--- src/rtl/ws2812_ram_reader.sv ---
`default_nettype none
// ============================================================================
// Module      : ws2812_ram_reader
// Description : Reads per-LED colour words from an on-chip RAM port, reorders
//               them to GRB and serialises them as a WS2812 bitstream, with a
//               low latch period after every frame. Frames repeat while
//               enable is high.
// Revision    : 1.0 - initial release
// ============================================================================
module ws2812_ram_reader #(
    parameter int NUM_LEDS     = 60,
    parameter int BASE_ADDR    = 0,
    parameter int READ_LATENCY = 1,
    parameter int T0H          = 20,
    parameter int T1H          = 40,
    parameter int T_BIT        = 63,
    parameter int T_LATCH      = 3000
) (
    input  logic        clk_clk,
    input  logic        reset_reset,
    input  logic        enable,
    output logic [12:0] ram_mm_address,
    output logic        ram_mm_chipselect,
    output logic        ram_mm_clken,
    output logic        ram_mm_write,
    input  logic [31:0] ram_mm_readdata,
    output logic [31:0] ram_mm_writedata,
    output logic [3:0]  ram_mm_byteenable,
    output logic        led_dout,
    output logic        busy,
    output logic        frame_done
);

    // Counter widths
    localparam int CW = $clog2(T_BIT);
    localparam int LW = (T_LATCH > 1) ? $clog2(T_LATCH) : 1;
    localparam int RW = $clog2(READ_LATENCY + 1);

    localparam logic [CW-1:0] C_BIT_LAST   = CW'(T_BIT - 1);
    localparam logic [CW-1:0] C_T0H        = CW'(T0H);
    localparam logic [CW-1:0] C_T1H        = CW'(T1H);
    localparam logic [LW-1:0] C_LATCH_LAST = LW'(T_LATCH - 1);
    localparam logic [LW-1:0] C_LATCH_PEN  = LW'(T_LATCH - 2);
    localparam logic [RW-1:0] C_RL         = RW'(READ_LATENCY);
    localparam logic [12:0]   C_BASE       = 13'(BASE_ADDR);
    localparam logic [12:0]   C_LAST_IDX   = 13'(NUM_LEDS - 1);
    // Line level on counter 0 of a bit, for a '0' and a '1' bit
    localparam logic          C_HI0_0      = (T0H > 0);
    localparam logic          C_HI0_1      = (T1H > 0);

    typedef enum logic [2:0] {
        S_IDLE  = 3'd0,
        S_FETCH = 3'd1,
        S_WAIT  = 3'd2,
        S_SHIFT = 3'd3,
        S_LATCH = 3'd4
    } state_t;

    state_t          state_q;
    logic [12:0]     addr_q;
    logic            cs_q;
    logic            dout_q;
    logic            busy_q;
    logic            fd_q;
    logic [12:0]     idx_q;
    logic [4:0]      bit_q;
    logic [CW-1:0]   cnt_q;
    logic [RW-1:0]   lat_q;
    logic            pf_pend_q;
    logic [LW-1:0]   lcnt_q;
    logic [23:0]     shift_q;
    logic [23:0]     next_q;

    logic [23:0]     w_rd_grb;
    logic [CW-1:0]   w_cnt_inc;
    logic [CW-1:0]   w_thr;
    logic            unused_rd_hi;

    // RAM word is {pad, R, G, B}; the LED wants G, R, B MSB first
    assign w_rd_grb     = {ram_mm_readdata[15:8], ram_mm_readdata[23:16], ram_mm_readdata[7:0]};
    assign w_cnt_inc    = cnt_q + CW'(1);
    assign w_thr        = shift_q[23] ? C_T1H : C_T0H;
    assign unused_rd_hi = ^ram_mm_readdata[31:24];

    // Frame sequencer: fetch, prefetch, bit timing and latch in one FSM
    always_ff @(posedge clk_clk) begin
        if (reset_reset) begin
            state_q   <= S_IDLE;
            addr_q    <= '0;
            cs_q      <= 1'b0;
            dout_q    <= 1'b0;
            busy_q    <= 1'b0;
            fd_q      <= 1'b0;
            idx_q     <= '0;
            bit_q     <= '0;
            cnt_q     <= '0;
            lat_q     <= '0;
            pf_pend_q <= 1'b0;
            lcnt_q    <= '0;
            shift_q   <= '0;
            next_q    <= '0;
        end else begin
            cs_q <= 1'b0;
            fd_q <= 1'b0;
            case (state_q)
                S_IDLE: begin
                    if (enable) begin
                        state_q <= S_FETCH;
                        busy_q  <= 1'b1;
                        cs_q    <= 1'b1;
                        addr_q  <= C_BASE;
                        idx_q   <= '0;
                    end
                end

                S_FETCH: begin
                    // Strobe was raised on entry; count latency from here
                    state_q <= S_WAIT;
                    lat_q   <= RW'(1);
                end

                S_WAIT: begin
                    if (lat_q == C_RL) begin
                        shift_q <= w_rd_grb;
                        cnt_q   <= '0;
                        bit_q   <= '0;
                        dout_q  <= w_rd_grb[23] ? C_HI0_1 : C_HI0_0;
                        state_q <= S_SHIFT;
                    end else begin
                        lat_q <= lat_q + RW'(1);
                    end
                end

                S_SHIFT: begin
                    // Capture the next LED's word once its read has landed
                    if (pf_pend_q) begin
                        if (lat_q == C_RL) begin
                            next_q    <= w_rd_grb;
                            pf_pend_q <= 1'b0;
                        end else begin
                            lat_q <= lat_q + RW'(1);
                        end
                    end

                    if (cnt_q == C_BIT_LAST) begin
                        cnt_q <= '0;
                        if (bit_q == 5'd23) begin
                            if (idx_q == C_LAST_IDX) begin
                                state_q <= S_LATCH;
                                dout_q  <= 1'b0;
                                lcnt_q  <= '0;
                                if (T_LATCH == 1) begin
                                    fd_q <= 1'b1;
                                end
                            end else begin
                                idx_q   <= idx_q + 13'd1;
                                bit_q   <= '0;
                                shift_q <= next_q;
                                dout_q  <= next_q[23] ? C_HI0_1 : C_HI0_0;
                            end
                        end else begin
                            bit_q   <= bit_q + 5'd1;
                            shift_q <= {shift_q[22:0], 1'b0};
                            dout_q  <= shift_q[22] ? C_HI0_1 : C_HI0_0;
                            // Strobe lands on counter 0 of bit 23
                            if (bit_q == 5'd22 && idx_q != C_LAST_IDX) begin
                                cs_q      <= 1'b1;
                                addr_q    <= C_BASE + idx_q + 13'd1;
                                pf_pend_q <= 1'b1;
                                lat_q     <= '0;
                            end
                        end
                    end else begin
                        cnt_q  <= w_cnt_inc;
                        dout_q <= (w_cnt_inc < w_thr);
                    end
                end

                S_LATCH: begin
                    if (lcnt_q == C_LATCH_LAST) begin
                        idx_q <= '0;
                        if (enable) begin
                            state_q <= S_FETCH;
                            cs_q    <= 1'b1;
                            addr_q  <= C_BASE;
                        end else begin
                            state_q <= S_IDLE;
                            busy_q  <= 1'b0;
                        end
                    end else begin
                        lcnt_q <= lcnt_q + LW'(1);
                        if (lcnt_q == C_LATCH_PEN) begin
                            fd_q <= 1'b1;
                        end
                    end
                end

                default: begin
                    state_q <= S_IDLE;
                end
            endcase
        end
    end

    assign ram_mm_address    = addr_q;
    assign ram_mm_chipselect = cs_q;
    assign ram_mm_clken      = 1'b1;
    assign ram_mm_write      = 1'b0;
    assign ram_mm_writedata  = 32'h0000_0000;
    assign ram_mm_byteenable = 4'hF;
    assign led_dout          = dout_q;
    assign busy              = busy_q;
    assign frame_done        = fd_q;

endmodule
`default_nettype wire

--- config.mk ---
export PLATFORM = sky130hd
export DESIGN_NAME = ws2812_ram_reader
export DESIGN_NICKNAME = d
export VERILOG_FILES = /design/src/rtl/ws2812_ram_reader.sv
export SDC_FILE = /design/constraint.sdc
export NUM_CORES = 1
export LEC_CHECK = 0
export ABC_CLOCK_PERIOD_IN_PS = 3650
export CAP_MARGIN = 20
export CORE_MARGIN = 3
export CORE_UTILIZATION = 30
export DETAILED_ROUTE_END_ITERATION = 10
export HOLD_SLACK_MARGIN = 0.12
export PLACE_DENSITY_LB_ADDON = 0.25
export SLEW_MARGIN = 20
export SYNTH_ARGS = -nofsm -noshare
export SYNTH_HDL_FRONTEND = slang
export SYNTH_SLANG_ARGS = --single-unit
--- constraint.sdc ---
create_clock -name clk_clk -period 3.65 [get_ports clk_clk]
set_clock_uncertainty 0.1 [all_clocks]
set_input_delay 0.9125 -clock clk_clk [delete_from_list [all_inputs] [get_ports clk_clk]]
set_output_delay 0.9125 -clock clk_clk [all_outputs]
set_load 0.01 [all_outputs]
# Word-level counts from Yosys, hierarchy flattened
# Cells that the tools add are included.
[classes] n_addsub=5 n_lt_le_gt_ge=1 n_eq_ne=23 muxes=66 n_bitwise=1 n_reduce_logical=16
[ops] op="$mux 13" n=10
[ops] op="$mux 24" n=4
[ops] op="$pmux 13 s3" n=2
[ops] op="$mux 12" n=4
[ops] op="$pmux 24 s2" n=1
[ops] op="$eq 12x12->1 const B" n=2
[ops] op="$mux 1" n=24
[ops] op="$pmux 12 s2" n=1
[ops] op="$ne 2x2->1 const B" n=11
[ops] op="$mux 5" n=4
[ops] op="$mux 3" n=6
[ops] op="$mux 6" n=3
[ops] op="$pmux 3 s5" n=1
[ops] op="$add 13x1->13 const B" n=1
[ops] op="$eq 13x6->1 const B" n=1
[ops] op="$ne 13x6->1 const B" n=1
[ops] op="$add 12x1->12 const B" n=1
[ops] op="$pmux 6 s2" n=1
[ops] op="$reduce_and 6->1" n=2
[ops] op="$eq 5x5->1 const B" n=2
[ops] op="$pmux 5 s2" n=1
[ops] op="$reduce_and 5->1" n=2
[ops] op="$reduce_and 4->1" n=2
[ops] op="$add 6x1->6 const B" n=1
[ops] op="18 further kinds" n=24
[totals] register_bits=106 input_bits=35 output_inout_bits=55 wordCells=126

# Logic depth before layout (Yosys ltp)
[logic_depth] ltp_word=7 ltp_mapped=9 depth_no_buf=8

# Least setup slack after synthesis
# OpenSTA, ideal clock, no wires.
[synth_timing] path_type="reg2reg" start="register idx_q[0]" end="register lcnt_q[11]" setup_time_ps=72 arrival_time_ps=2027 required_time_ps=3478 setup_slack_ps=1451 path_stages_with_launch=9 path_buffers=2 synth_period_minus_slack_ps=2199 cell_sequence="dfxtp_1 ha_1 clkbuf_1 and4b_1 and4_4 a21boi_4 buf_6 or4_1 a21oi_1"
[synth_via] elab_chain_len=3
[synth_rtl] element="from (decl)" line="65" rtl="logic [12:0] idx_q;"
[synth_rtl] element="from (signal assigned)" line="156" rtl="idx_q <= idx_q + 13'd1;"
[synth_rtl] element="$eq 13x6->1" line="148" rtl="if (idx_q == C_LAST_IDX) begin"
[synth_rtl] element="$ne 2x2->1 (no line)"
[synth_rtl] element="$reduce_and 5->1 (no line)"
[synth_rtl] element="to (signal assigned)" line="191" rtl="lcnt_q <= lcnt_q + LW'(1);"
[synth_rtl] element="to (decl)" line="70" rtl="logic [LW-1:0] lcnt_q;"
# No other way between the ends.
# A chain may end at the register's enable or synchronous reset.

# Worst setup path in the final report
[layout_timing] start="register bit_q[1]" end="register idx_q[10]"
[layout_via] elab_chain_len=3
[layout_rtl] element="from (decl)" line="66" rtl="logic [4:0] bit_q;"
[layout_rtl] element="from (signal assigned)" line="162" rtl="bit_q <= bit_q + 5'd1;"
[layout_rtl] element="$eq 5x5->1" line="147" rtl="if (bit_q == 5'd23) begin"
[layout_rtl] element="$ne 2x2->1 (no line)"
[layout_rtl] element="$reduce_and 6->1 (no line)"
# No other way between the ends.

==> impl_metrics.env <==
export IMPL_drv_cap=0
export IMPL_drt_iter0_drc=314
export IMPL_status="complete, no violations"
export IMPL_cp_num_cells=6
export IMPL_required_ps=3840
export IMPL_placed_cell_area_sq_um=6107
export IMPL_multi_input_area_sq_um=3131
export IMPL_drive_above_1_share_pct=5.922
export IMPL_ir_worst_vdd_mv=0.2335
export IMPL_hpwl_um=9357
export IMPL_p_leak_nw=2.193
export IMPL_path_buf_inv=1
export IMPL_cts_resized=0
export IMPL_grt_antenna_before_repair=0
export IMPL_holdCritPathClass="reg -> reg"
export IMPL_reg2regPathDepth=6
export IMPL_drt_wl_total_um=14580
export IMPL_syn_inst=726
export IMPL_cts_max_path_buffers=2
export IMPL_fin_area_sq_um=6414
export IMPL_worst_pin_slew_ps=747.8
export IMPL_worst_path_largest_cell_delay_ps=570
export IMPL_clock_sinks=106
export IMPL_fillers=1959
export IMPL_layout_setup_ws_ps=977.8
export IMPL_grt_max_degree=68
export IMPL_grt_remaining_overflow=0
export IMPL_ys_flop_type="dfxtp_1"
export IMPL_min_period_ps=2672
export IMPL_grt_pass1_vias=4607
export IMPL_nets=783
export IMPL_clk_latency_ps=360
export IMPL_final_max_slew_viol_count=0
export IMPL_yosys_cell_types_count=65
export IMPL_grt_first_pass_wirelength_um=23980
export IMPL_final_util_pct=35.10
export IMPL_synth_seq_area_share_pct=37.47
export IMPL_port_buffer_count=43
export IMPL_synth_area_top_cells="dfxtp_1, nand2_1, a21oi_1, buf_4, nand3_1"
export IMPL_hold_viol_final=0
export IMPL_path_delay_family="simple AND/OR/NAND/NOR gates"
export IMPL_wl_per_cell_um=15.00
export IMPL_pwr_density_cell_nw_per_um2=390.8
export IMPL_htreeDepth=3
export IMPL_start_util_pct=31.00
export IMPL_critPathKind="reg -> reg"
export IMPL_crit_path_cell_trace="ha_1 > and4b_1 > buf_4 > nand3_1 > a2111oi_0 > o2bb2ai_1"
export IMPL_cp_end_kind="register"
export IMPL_hold_ws_ps=356.6
export IMPL_syn_area_sq_um=5663
export IMPL_setup_tns_ps=0
export IMPL_ys_warn_count=0
export IMPL_die_y_um=143.4
export IMPL_crit_path_top_delay_cell="a2111oi_0"
export IMPL_vias_per_cell=5.199
export IMPL_rsz0062_at_grt="false"
export IMPL_power_mw=2.507
export IMPL_synth_xor_area_share_pct=2.320
export IMPL_post_cts_buffers=0
export IMPL_critPathMaxFanout=28
export IMPL_detailroute_via_count=5053
export IMPL_synth_simple_gate_area_share_pct=26.58
export IMPL_numPlacedInstances=956
export IMPL_instances_no_fill=972
export IMPL_gp_congestion=0.7695
export IMPL_cts_tree="built"
export IMPL_io_pins=90
export IMPL_numCtsBuffers=9
export IMPL_synth_compound_area_share_pct=21.41
export IMPL_final_cell_mix="nand2_1, dfxtp_1, a21oi_1"
export IMPL_rows=49
export IMPL_synth_top_area_share_pct=37.47
export IMPL_muxShareOfSynthArea_pct=0.1768
export IMPL_min_path_cells=2
export IMPL_diodes=0
export IMPL_finalCritPeriodShare_pct=73.21
export IMPL_start_kind="register"
export IMPL_pre_cts_ws_ps=689.2
export IMPL_synth_fa_ha_area_share_pct=2.209
export IMPL_die_w_um=143.4
export IMPL_area_delta_synth_final_pct=13.26
export IMPL_synth_top_family_by_area="simple AND/OR/NAND/NOR gates"
export IMPL_synth_edf_count=0
export IMPL_dieArea_sq_um=20560
export IMPL_grt_usage_pct=14.33
export IMPL_core_sq_um=18270
export IMPL_ys_ff_latch=106
export IMPL_final_common_cell="nand2_1"
export IMPL_layout_area_seq_sq_um=2122
export IMPL_yosysTopAreaCell="dfxtp_1"
export IMPL_clk_pin_slew_worst_paths_ps=80
export IMPL_drc=0
export IMPL_firstDrtPassIters=4
export IMPL_synth_area_per_cell_sq_um=7.800
export IMPL_drtAntennaViolNets=0
export IMPL_maxSlewHeadroom_pct=50.15
export IMPL_synthArstFlopShare_pct=0
export IMPL_cts_root_buf="clkbuf_16"
export IMPL_worstPathArrival_ps=2860
export IMPL_setup_viol=0
export IMPL_cts_hold_buf=0
export IMPL_max_freq_mhz=374.2
## state kept, by name (all words and copies together) (netlist names), 3 cells and up
signal	flops
bit_q	5
cnt_q	6
idx_q	13
lcnt_q	12
next_q	24
ram_mm_address	13
shift_q	24
state_q	3
## path summary, 6_finish.rpt
| check | start | endpoint | slack, ps |
|---|---|---|---|
| worst min register to register | next_q[23] | next_q[23] | 360 |
| worst max-delay path | bit_q[1] | idx_q[10] | 980 |
| worst max register to register | bit_q[1] | idx_q[10] | 980 |
| worst min-delay path | next_q[23] | next_q[23] | 360 |
## synthesized netlist by cell type (3+ instances only)
master / instances
a211oi_1: 4
a21oi_1: 58
a22o_1: 9
a22oi_1: 5
a311oi_1: 22
a31o_2: 3
a31oi_1: 5
and2_1: 5
and3_1: 10
and4_1: 3
and4b_1: 4
buf_1: 3
buf_2: 7
buf_4: 38
clkbuf_1: 42
dfxtp_1: 106
ha_1: 10
inv_1: 8
nand2_1: 142
nand3_1: 48
nand4_1: 12
nand4b_1: 3
nor2_1: 48
nor3_1: 7
o2111ai_1: 3
o211ai_1: 6
o21ai_0: 28
o21ai_1: 3
o2bb2ai_1: 5
o31ai_1: 10
or4_1: 10
xnor2_1: 8
xor2_1: 7
## per-layer routing
| layer | global-route usage (%) | vias to the layer above | wire length [um] |
|---|---|---|---|
| met2 | 22.40 | 111 | 6617 |
| li1 | - | 2562 | - |
| met5 | 0 | - | 0 |
| met4 | 4.014 | 0 | 103 |
| met1 | 19.77 | 2376 | 7152 |
| met3 | 3.461 | 4 | 706 |
## report_power, final
part / leakage (nW) / switching [mW] / internal [mW] / total (mW)
clock: 0.153 / 0.476 / 0.546 / 1.02
sequential: 0.855 / 0.0231 / 1.18 / 1.20
combinational: 1.18 / 0.190 / 0.0954 / 0.286
total: 2.19 / 0.689 / 1.82 / 2.51
## cells by family after synthesis
group	Yosys count
AND/OR/NAND/NOR	311
AO/OA/AOI/OAI	180
flip-flops	106
buffers and inverters	101
XOR/XNOR	15
adder cells (fa/ha/maj)	10
other	2
multiplexers	1
## tightest hold or removal path: cells and delay by family (launching register included)
kind	cells	cell delay [ps]
AO/OA/AOI/OAI	1	50
flip-flops	1	310
AND/OR/NAND/NOR	1	50
## area by class of cell
type                       instances  share of cell area (%)
clock buffer                       9                   3.512
timing repair buffer              58                   8.389
clock inverter                     7                   1.268
sequential                       106                   33.09
inverter                           8                  0.4682
tap                              229                   4.467
multi-input combinational        555                   48.81
No activity file was read; power rests on OpenSTA's default activity.
